**config.mk**
```make
export PLATFORM = sky130hd
export DESIGN_NAME = mc_control
export DESIGN_NICKNAME = d
export VERILOG_FILES = /design/src/rtl/mc_control.sv
export SDC_FILE = /design/constraint.sdc
export NUM_CORES = 1
export LEC_CHECK = 0
export CORE_UTILIZATION = 40
export CTS_CLUSTER_SIZE = 40
export DETAILED_ROUTE_END_ITERATION = 16
export PLACE_DENSITY_LB_ADDON = 0.12
export REMOVE_ABC_BUFFERS = 1
export SYNTH_ARGS = -nofsm -noshare
export SYNTH_HDL_FRONTEND = slang
export SYNTH_SLANG_ARGS = --single-unit
```
**constraint.sdc**
```tcl
create_clock -name clk -period 2.4 [get_ports clk]
set_input_delay 0.6 -clock clk [delete_from_list [all_inputs] [get_ports clk]]
set_output_delay 0.6 -clock clk [all_outputs]
set_load 0.02 [all_outputs]
```
**src/rtl/mc_control.sv**
```systemverilog
// ---------------------------------------------------------------------------
// mc_control
//
// Multi-cycle controller for a small MIPS-like datapath. A single FSM walks
// each instruction through fetch, decode, execute, memory and write-back
// states. All datapath controls are combinational decodes of the current
// state and the instruction fields. The only registered outputs are the state
// itself and the sticky illegal flag.
//
// Ports
//   clk        in   1  rising-edge clock
//   reset      in   1  synchronous, active-high reset
//   op         in   6  instruction[31:26] from the instruction register
//   funct      in   6  instruction[5:0]
//   zero       in   1  ALU zero flag, used by beq
//   mem_ready  in   1  memory handshake; access completes when high
//   pc_we      out  1  PC write enable
//   ir_we      out  1  instruction register write enable
//   mem_re     out  1  memory read request
//   mem_we     out  1  memory write request
//   reg_we     out  1  register file write enable
//   ext_op     out  1  immediate extension: 1 sign, 0 zero
//   alu_src_a  out  1  0 PC, 1 rs
//   alu_src_b  out  2  0 rt, 1 const 4, 2 ext imm, 3 ext imm << 2
//   alu_ctl    out  3  0 add, 1 sub, 2 and, 3 or, 4 slt
//   reg_dst    out  1  0 rt, 1 rd
//   mem_to_reg out  1  0 ALU result, 1 memory data
//   pc_src     out  2  0 ALU result, 1 ALUOut, 2 jump target
//   state      out  4  current FSM state (debug)
//   illegal    out  1  sticky unsupported-instruction flag
// ---------------------------------------------------------------------------
module mc_control (
  input  logic       clk,
  input  logic       reset,
  input  logic [5:0] op,
  input  logic [5:0] funct,
  input  logic       zero,
  input  logic       mem_ready,
  output logic       pc_we,
  output logic       ir_we,
  output logic       mem_re,
  output logic       mem_we,
  output logic       reg_we,
  output logic       ext_op,
  output logic       alu_src_a,
  output logic [1:0] alu_src_b,
  output logic [2:0] alu_ctl,
  output logic       reg_dst,
  output logic       mem_to_reg,
  output logic [1:0] pc_src,
  output logic [3:0] state,
  output logic       illegal
);

  typedef enum logic [3:0] {
    FETCH     = 4'd0,
    DECODE    = 4'd1,
    MEM_ADDR  = 4'd2,
    MEM_READ  = 4'd3,
    MEM_WB    = 4'd4,
    MEM_WRITE = 4'd5,
    R_EXEC    = 4'd6,
    R_WB      = 4'd7,
    BRANCH    = 4'd8,
    JUMP      = 4'd9,
    I_EXEC    = 4'd10,
    I_WB      = 4'd11,
    HALT      = 4'd12
  } state_t;

  localparam logic [5:0] OP_RTYPE = 6'h00;
  localparam logic [5:0] OP_J     = 6'h02;
  localparam logic [5:0] OP_BEQ   = 6'h04;
  localparam logic [5:0] OP_ADDI  = 6'h08;
  localparam logic [5:0] OP_ORI   = 6'h0D;
  localparam logic [5:0] OP_LW    = 6'h23;
  localparam logic [5:0] OP_SW    = 6'h2B;

  localparam logic [2:0] ALU_ADD = 3'd0;
  localparam logic [2:0] ALU_SUB = 3'd1;
  localparam logic [2:0] ALU_AND = 3'd2;
  localparam logic [2:0] ALU_OR  = 3'd3;
  localparam logic [2:0] ALU_SLT = 3'd4;

  localparam logic [1:0] SRCB_RT   = 2'd0;
  localparam logic [1:0] SRCB_FOUR = 2'd1;
  localparam logic [1:0] SRCB_IMM  = 2'd2;
  localparam logic [1:0] SRCB_IMM4 = 2'd3;

  localparam logic [1:0] PC_ALU    = 2'd0;
  localparam logic [1:0] PC_ALUOUT = 2'd1;
  localparam logic [1:0] PC_JUMP   = 2'd2;

  state_t cur_state;
  state_t nxt_state;

  // Raw enables before the reset gate.
  logic pc_we_raw;
  logic ir_we_raw;
  logic mem_re_raw;
  logic mem_we_raw;
  logic reg_we_raw;

  // R-type function decode: {supported, alu_ctl}.
  function automatic logic [3:0] r_decode(input logic [5:0] f);
    logic [3:0] res;
    case (f)
      6'h20:   res = {1'b1, ALU_ADD};
      6'h22:   res = {1'b1, ALU_SUB};
      6'h24:   res = {1'b1, ALU_AND};
      6'h25:   res = {1'b1, ALU_OR};
      6'h2A:   res = {1'b1, ALU_SLT};
      default: res = {1'b0, ALU_ADD};
    endcase
    return res;
  endfunction

  logic [3:0] r_dec;
  logic       r_ok;
  logic [2:0] r_ctl;

  assign r_dec = r_decode(funct);
  assign r_ok  = r_dec[3];
  assign r_ctl = r_dec[2:0];

  // ori is the only zero-extending immediate instruction.
  logic       i_ext;
  logic [2:0] i_ctl;

  assign i_ext = (op != OP_ORI);
  assign i_ctl = (op == OP_ORI) ? ALU_OR : ALU_ADD;

  // State register and sticky illegal flag.
  always_ff @(posedge clk) begin
    if (reset) begin
      cur_state <= FETCH;
      illegal   <= 1'b0;
    end else begin
      cur_state <= nxt_state;
      if (nxt_state == HALT) begin
        illegal <= 1'b1;
      end
    end
  end

  // Next-state and control decode.
  always_comb begin
    nxt_state  = cur_state;
    pc_we_raw  = 1'b0;
    ir_we_raw  = 1'b0;
    mem_re_raw = 1'b0;
    mem_we_raw = 1'b0;
    reg_we_raw = 1'b0;
    ext_op     = 1'b0;
    alu_src_a  = 1'b0;
    alu_src_b  = SRCB_RT;
    alu_ctl    = ALU_ADD;
    reg_dst    = 1'b0;
    mem_to_reg = 1'b0;
    pc_src     = PC_ALU;

    case (cur_state)
      FETCH: begin
        mem_re_raw = 1'b1;
        alu_src_b  = SRCB_FOUR;
        // IR load and PC increment happen together, only when the read lands.
        if (mem_ready) begin
          ir_we_raw = 1'b1;
          pc_we_raw = 1'b1;
          nxt_state = DECODE;
        end
      end

      DECODE: begin
        // Branch target is computed speculatively and parked in ALUOut.
        alu_src_b = SRCB_IMM4;
        ext_op    = 1'b1;
        case (op)
          OP_LW, OP_SW:     nxt_state = MEM_ADDR;
          OP_RTYPE:         nxt_state = R_EXEC;
          OP_BEQ:           nxt_state = BRANCH;
          OP_J:             nxt_state = JUMP;
          OP_ADDI, OP_ORI:  nxt_state = I_EXEC;
          default:          nxt_state = HALT;
        endcase
      end

      MEM_ADDR: begin
        alu_src_a = 1'b1;
        alu_src_b = SRCB_IMM;
        ext_op    = 1'b1;
        nxt_state = (op == OP_LW) ? MEM_READ : MEM_WRITE;
      end

      MEM_READ: begin
        mem_re_raw = 1'b1;
        if (mem_ready) begin
          nxt_state = MEM_WB;
        end
      end

      MEM_WB: begin
        reg_we_raw = 1'b1;
        mem_to_reg = 1'b1;
        nxt_state  = FETCH;
      end

      MEM_WRITE: begin
        mem_we_raw = 1'b1;
        if (mem_ready) begin
          nxt_state = FETCH;
        end
      end

      R_EXEC: begin
        alu_src_a = 1'b1;
        alu_ctl   = r_ctl;
        nxt_state = r_ok ? R_WB : HALT;
      end

      R_WB: begin
        // funct is still stable in the IR, so the ALU op is simply re-decoded.
        reg_we_raw = 1'b1;
        reg_dst    = 1'b1;
        alu_ctl    = r_ctl;
        nxt_state  = FETCH;
      end

      BRANCH: begin
        alu_src_a = 1'b1;
        alu_ctl   = ALU_SUB;
        pc_src    = PC_ALUOUT;
        pc_we_raw = zero;
        nxt_state = FETCH;
      end

      JUMP: begin
        pc_src    = PC_JUMP;
        pc_we_raw = 1'b1;
        nxt_state = FETCH;
      end

      I_EXEC: begin
        alu_src_a = 1'b1;
        alu_src_b = SRCB_IMM;
        ext_op    = i_ext;
        alu_ctl   = i_ctl;
        nxt_state = I_WB;
      end

      I_WB: begin
        reg_we_raw = 1'b1;
        ext_op     = i_ext;
        alu_ctl    = i_ctl;
        nxt_state  = FETCH;
      end

      HALT: begin
        nxt_state = HALT;
      end

      default: begin
        // Unreachable encodings are treated like an illegal instruction.
        nxt_state = HALT;
      end
    endcase
  end

  // Reset blocks every side effect in the cycle it is asserted.
  assign pc_we  = pc_we_raw  & ~reset;
  assign ir_we  = ir_we_raw  & ~reset;
  assign mem_re = mem_re_raw & ~reset;
  assign mem_we = mem_we_raw & ~reset;
  assign reg_we = reg_we_raw & ~reset;

  assign state = cur_state;

endmodule

```
==> results.md <==
- Status: finished with violations
- Failing checks: design-rule violations
- Setup TNS: 0 ns
- Hold Crit Class: flop to flop
- Vias in the first global route: 901
- Critical path class: input port to primary output
- Routed WL: 2230 um
- Leakage: 0.585 nW
- Final net count: 182
- Port buffer count: 36
- CTS Hold Bufs: 0
- First DRT Iteration DRCs: 14
- Antenna Diode Count: 0
- Avg Cell Area, Syn: 6.56 sq um
- Top-area cell type share of the netlist area: 14.3%
- Most numerous cell in the Yosys netlist: nor2_1
- #FFs+latches synth: 5
- Die Area: 0.00193 sq mm
- Ratio of cells with drive above 1 in the final layout: 27.9%
- Worst skew pair latency: 0.23 ns
- Startpoint types: input port
- Synth area leaders: dfxtp_1 14%, nor2_1 7.5%, nor3_1 5.7%, nand2b_1 5.3%, nor2b_1 5.3%
- Ys async rst share: 0%
- Total track usage: 23.8%
- Period utilization: 96.7%
- Row count: 14
- WL/cell: 12.3 um
- Routed via count: 996
- Largest net degree at the start of global routing: 20
- Critical Path RT: 1.80 ns
- H-Tree Depth: 1
- Final Skew: 0.000559 ns
- Max-slew violation count: 0
- Final Hold Fails: 0
- Yosys warnings: 0
- Antenna violations before repair: 0
- Synth cell count leaders: 14 x nor2_1, 8 x nand2_1, 8 x nor3_1
- Maximum VDD drop: 0.338 mV
- Final worst path period need: 2.32 ns
- Synthesized area: 702 sq um
- RSZ-0062 raised after global routing: no
- Post-DP Area: 0.00123 sq mm
- Max Cap Viol: 0
- Grt ovf: 0
- Cell variety after synth: 39
- Critical path cell sequence: clkdlybuf4s50_1 > nor3_2 > and2_1 > dlygate4sd2_1
- DR vias/cell: 5.50
- Routability cong.: 0.814
- Hold path cells: 2
- Final ANT Viol Nets: 0
- Final setup fails: 0
- CTS Root Cell: clkbuf_4
- Area Growth Syn to Fin: 80.9%
- Die outline width: 43.9 um
- Rel. slew slack: 77.2%
- Crit-path max FO: 3
- Initial DRT Pass Iterations: 10
- Crit path largest cell delay: 0.45 ns
- Core box area: 0.00158 sq mm
- Synth area leader: dfxtp_1
- CP arrival: 1.72 ns
- Reg2Reg Depth: 5
- Slew @ Worst Pin: 0.340 ns
- Pwr Density: 301 mW/mm^2
- Synth Flop Type: dfxtp_1
- Crit. End Element: primary output
- EDFF count, synth: 0
- Top-Level Pins: 37
- Achievable Freq: 0.431 GHz
- Clk pin slew, worst setup/hold paths: 0.04 ns
- Post-route cell area: 0.00127 sq mm
- Dpl hpwl: 1800 um
- Initial core utilization: 44.5%
- CTS max path bufs: 2
- DRC viols: 3
- Die height: 43.9 um
- Clk sinks: 5
- CTS buffer count: 3
- Slowest cell on crit path: clkdlybuf4s50_1
- TritonCTS clock tree: yes
- Final hold slack: 0.470 ns
- Syn Inst Count: 107
- Register area share after synthesis: 14.3%
- Global-route wire length before repair: 3550 um
==> placed cells by master (no fill, tap or decap), types with 3 or more instances in the layout <==
master and count:
o22ai_1 3, nor4_1 3, nor2_1 12, buf_4 27
o21ai_0 4, nand2b_1 5, dlygate4sd2_1 8, nor3_2 3
clkbuf_4 3, dfxtp_1 5, nor2b_1 6, and3_1 3
a21oi_1 7, nor3_1 6, clkdlybuf4s50_1 16, nand2_1 8
clkdlybuf4s15_1 3, nand3_1 4
==> cell families after synthesis <==
family,count (synthesis),share of synthesized area [%]
AOI/OAI and AO/OA,28,26.9
xor gates and xnor gates,1,1.25
buffers and inverters,9,5.17
DFF,5,14.3
muxes,1,1.60
and+or+nand+nor,63,50.8
==> cell type report <==
type                            instances  area [sq um]
Clock buffer                            4          26.3
Fill cell                             117           307
Inverter                                3          11.3
Multi-Input combinational cell         93           604
Sequential cell                         5           100
Tap cell                               16          20.0
Timing Repair Buffer                   60           508
==> layer usage <==
metal	up-vias	share of wire [%]	global-route usage, %
li1	513	-	-
met1	443	42	27.9
met2	38	50	43.9
met3	2	7.2	3.33
met4	0	0.81	7.88
met5	-	0	0
==> through the flow <==
step	util, %	worst slack (ns)	instances	total power [W]
after global routing	80.6	0.00416	181	0.000407
after global placement	78.0	-0.630	176	0.000294
final	80.6	0.0783	181	0.000383
after CTS	80.2	0.000223	181	0.000387
after detailed placement	78.0	-0.636	176	0.000297
after floorplan	-	0.0250	101	0.000183
==> report_power, final <==
part           internal [W]  switching, W
registers         0.0000877    0.00000376
logic             0.0000991      0.000100
clock network     0.0000625     0.0000291
total              0.000249      0.000133
==> worst paths after layout <==
path / from / end / slack (ns)
setup / recovery: reset / mem_re / 0.08
hold / removal: illegal / illegal / 0.47
setup reg to reg: state[0] / state[0] / 0.98
hold reg to reg: illegal / illegal / 0.47
==> critical path: cells and delay by family <==
family                 cells  cell delay (ns)
and+or+nand+nor            2             0.35
buffers and inverters      2             0.77
==> flip-flops by register name, indices dropped and copies added, names as in the netlist <==
name and flops:
state 4, illegal 1
==> what timing repair did <==
action,4_1_cts,5_1_grt
gates resized for setup,42,12
setup endpoints to repair,10,8
buffers inserted,1,0
pin swaps,5,5
hold endpoints to repair,0,0
(Power assumes the default switching activity.)
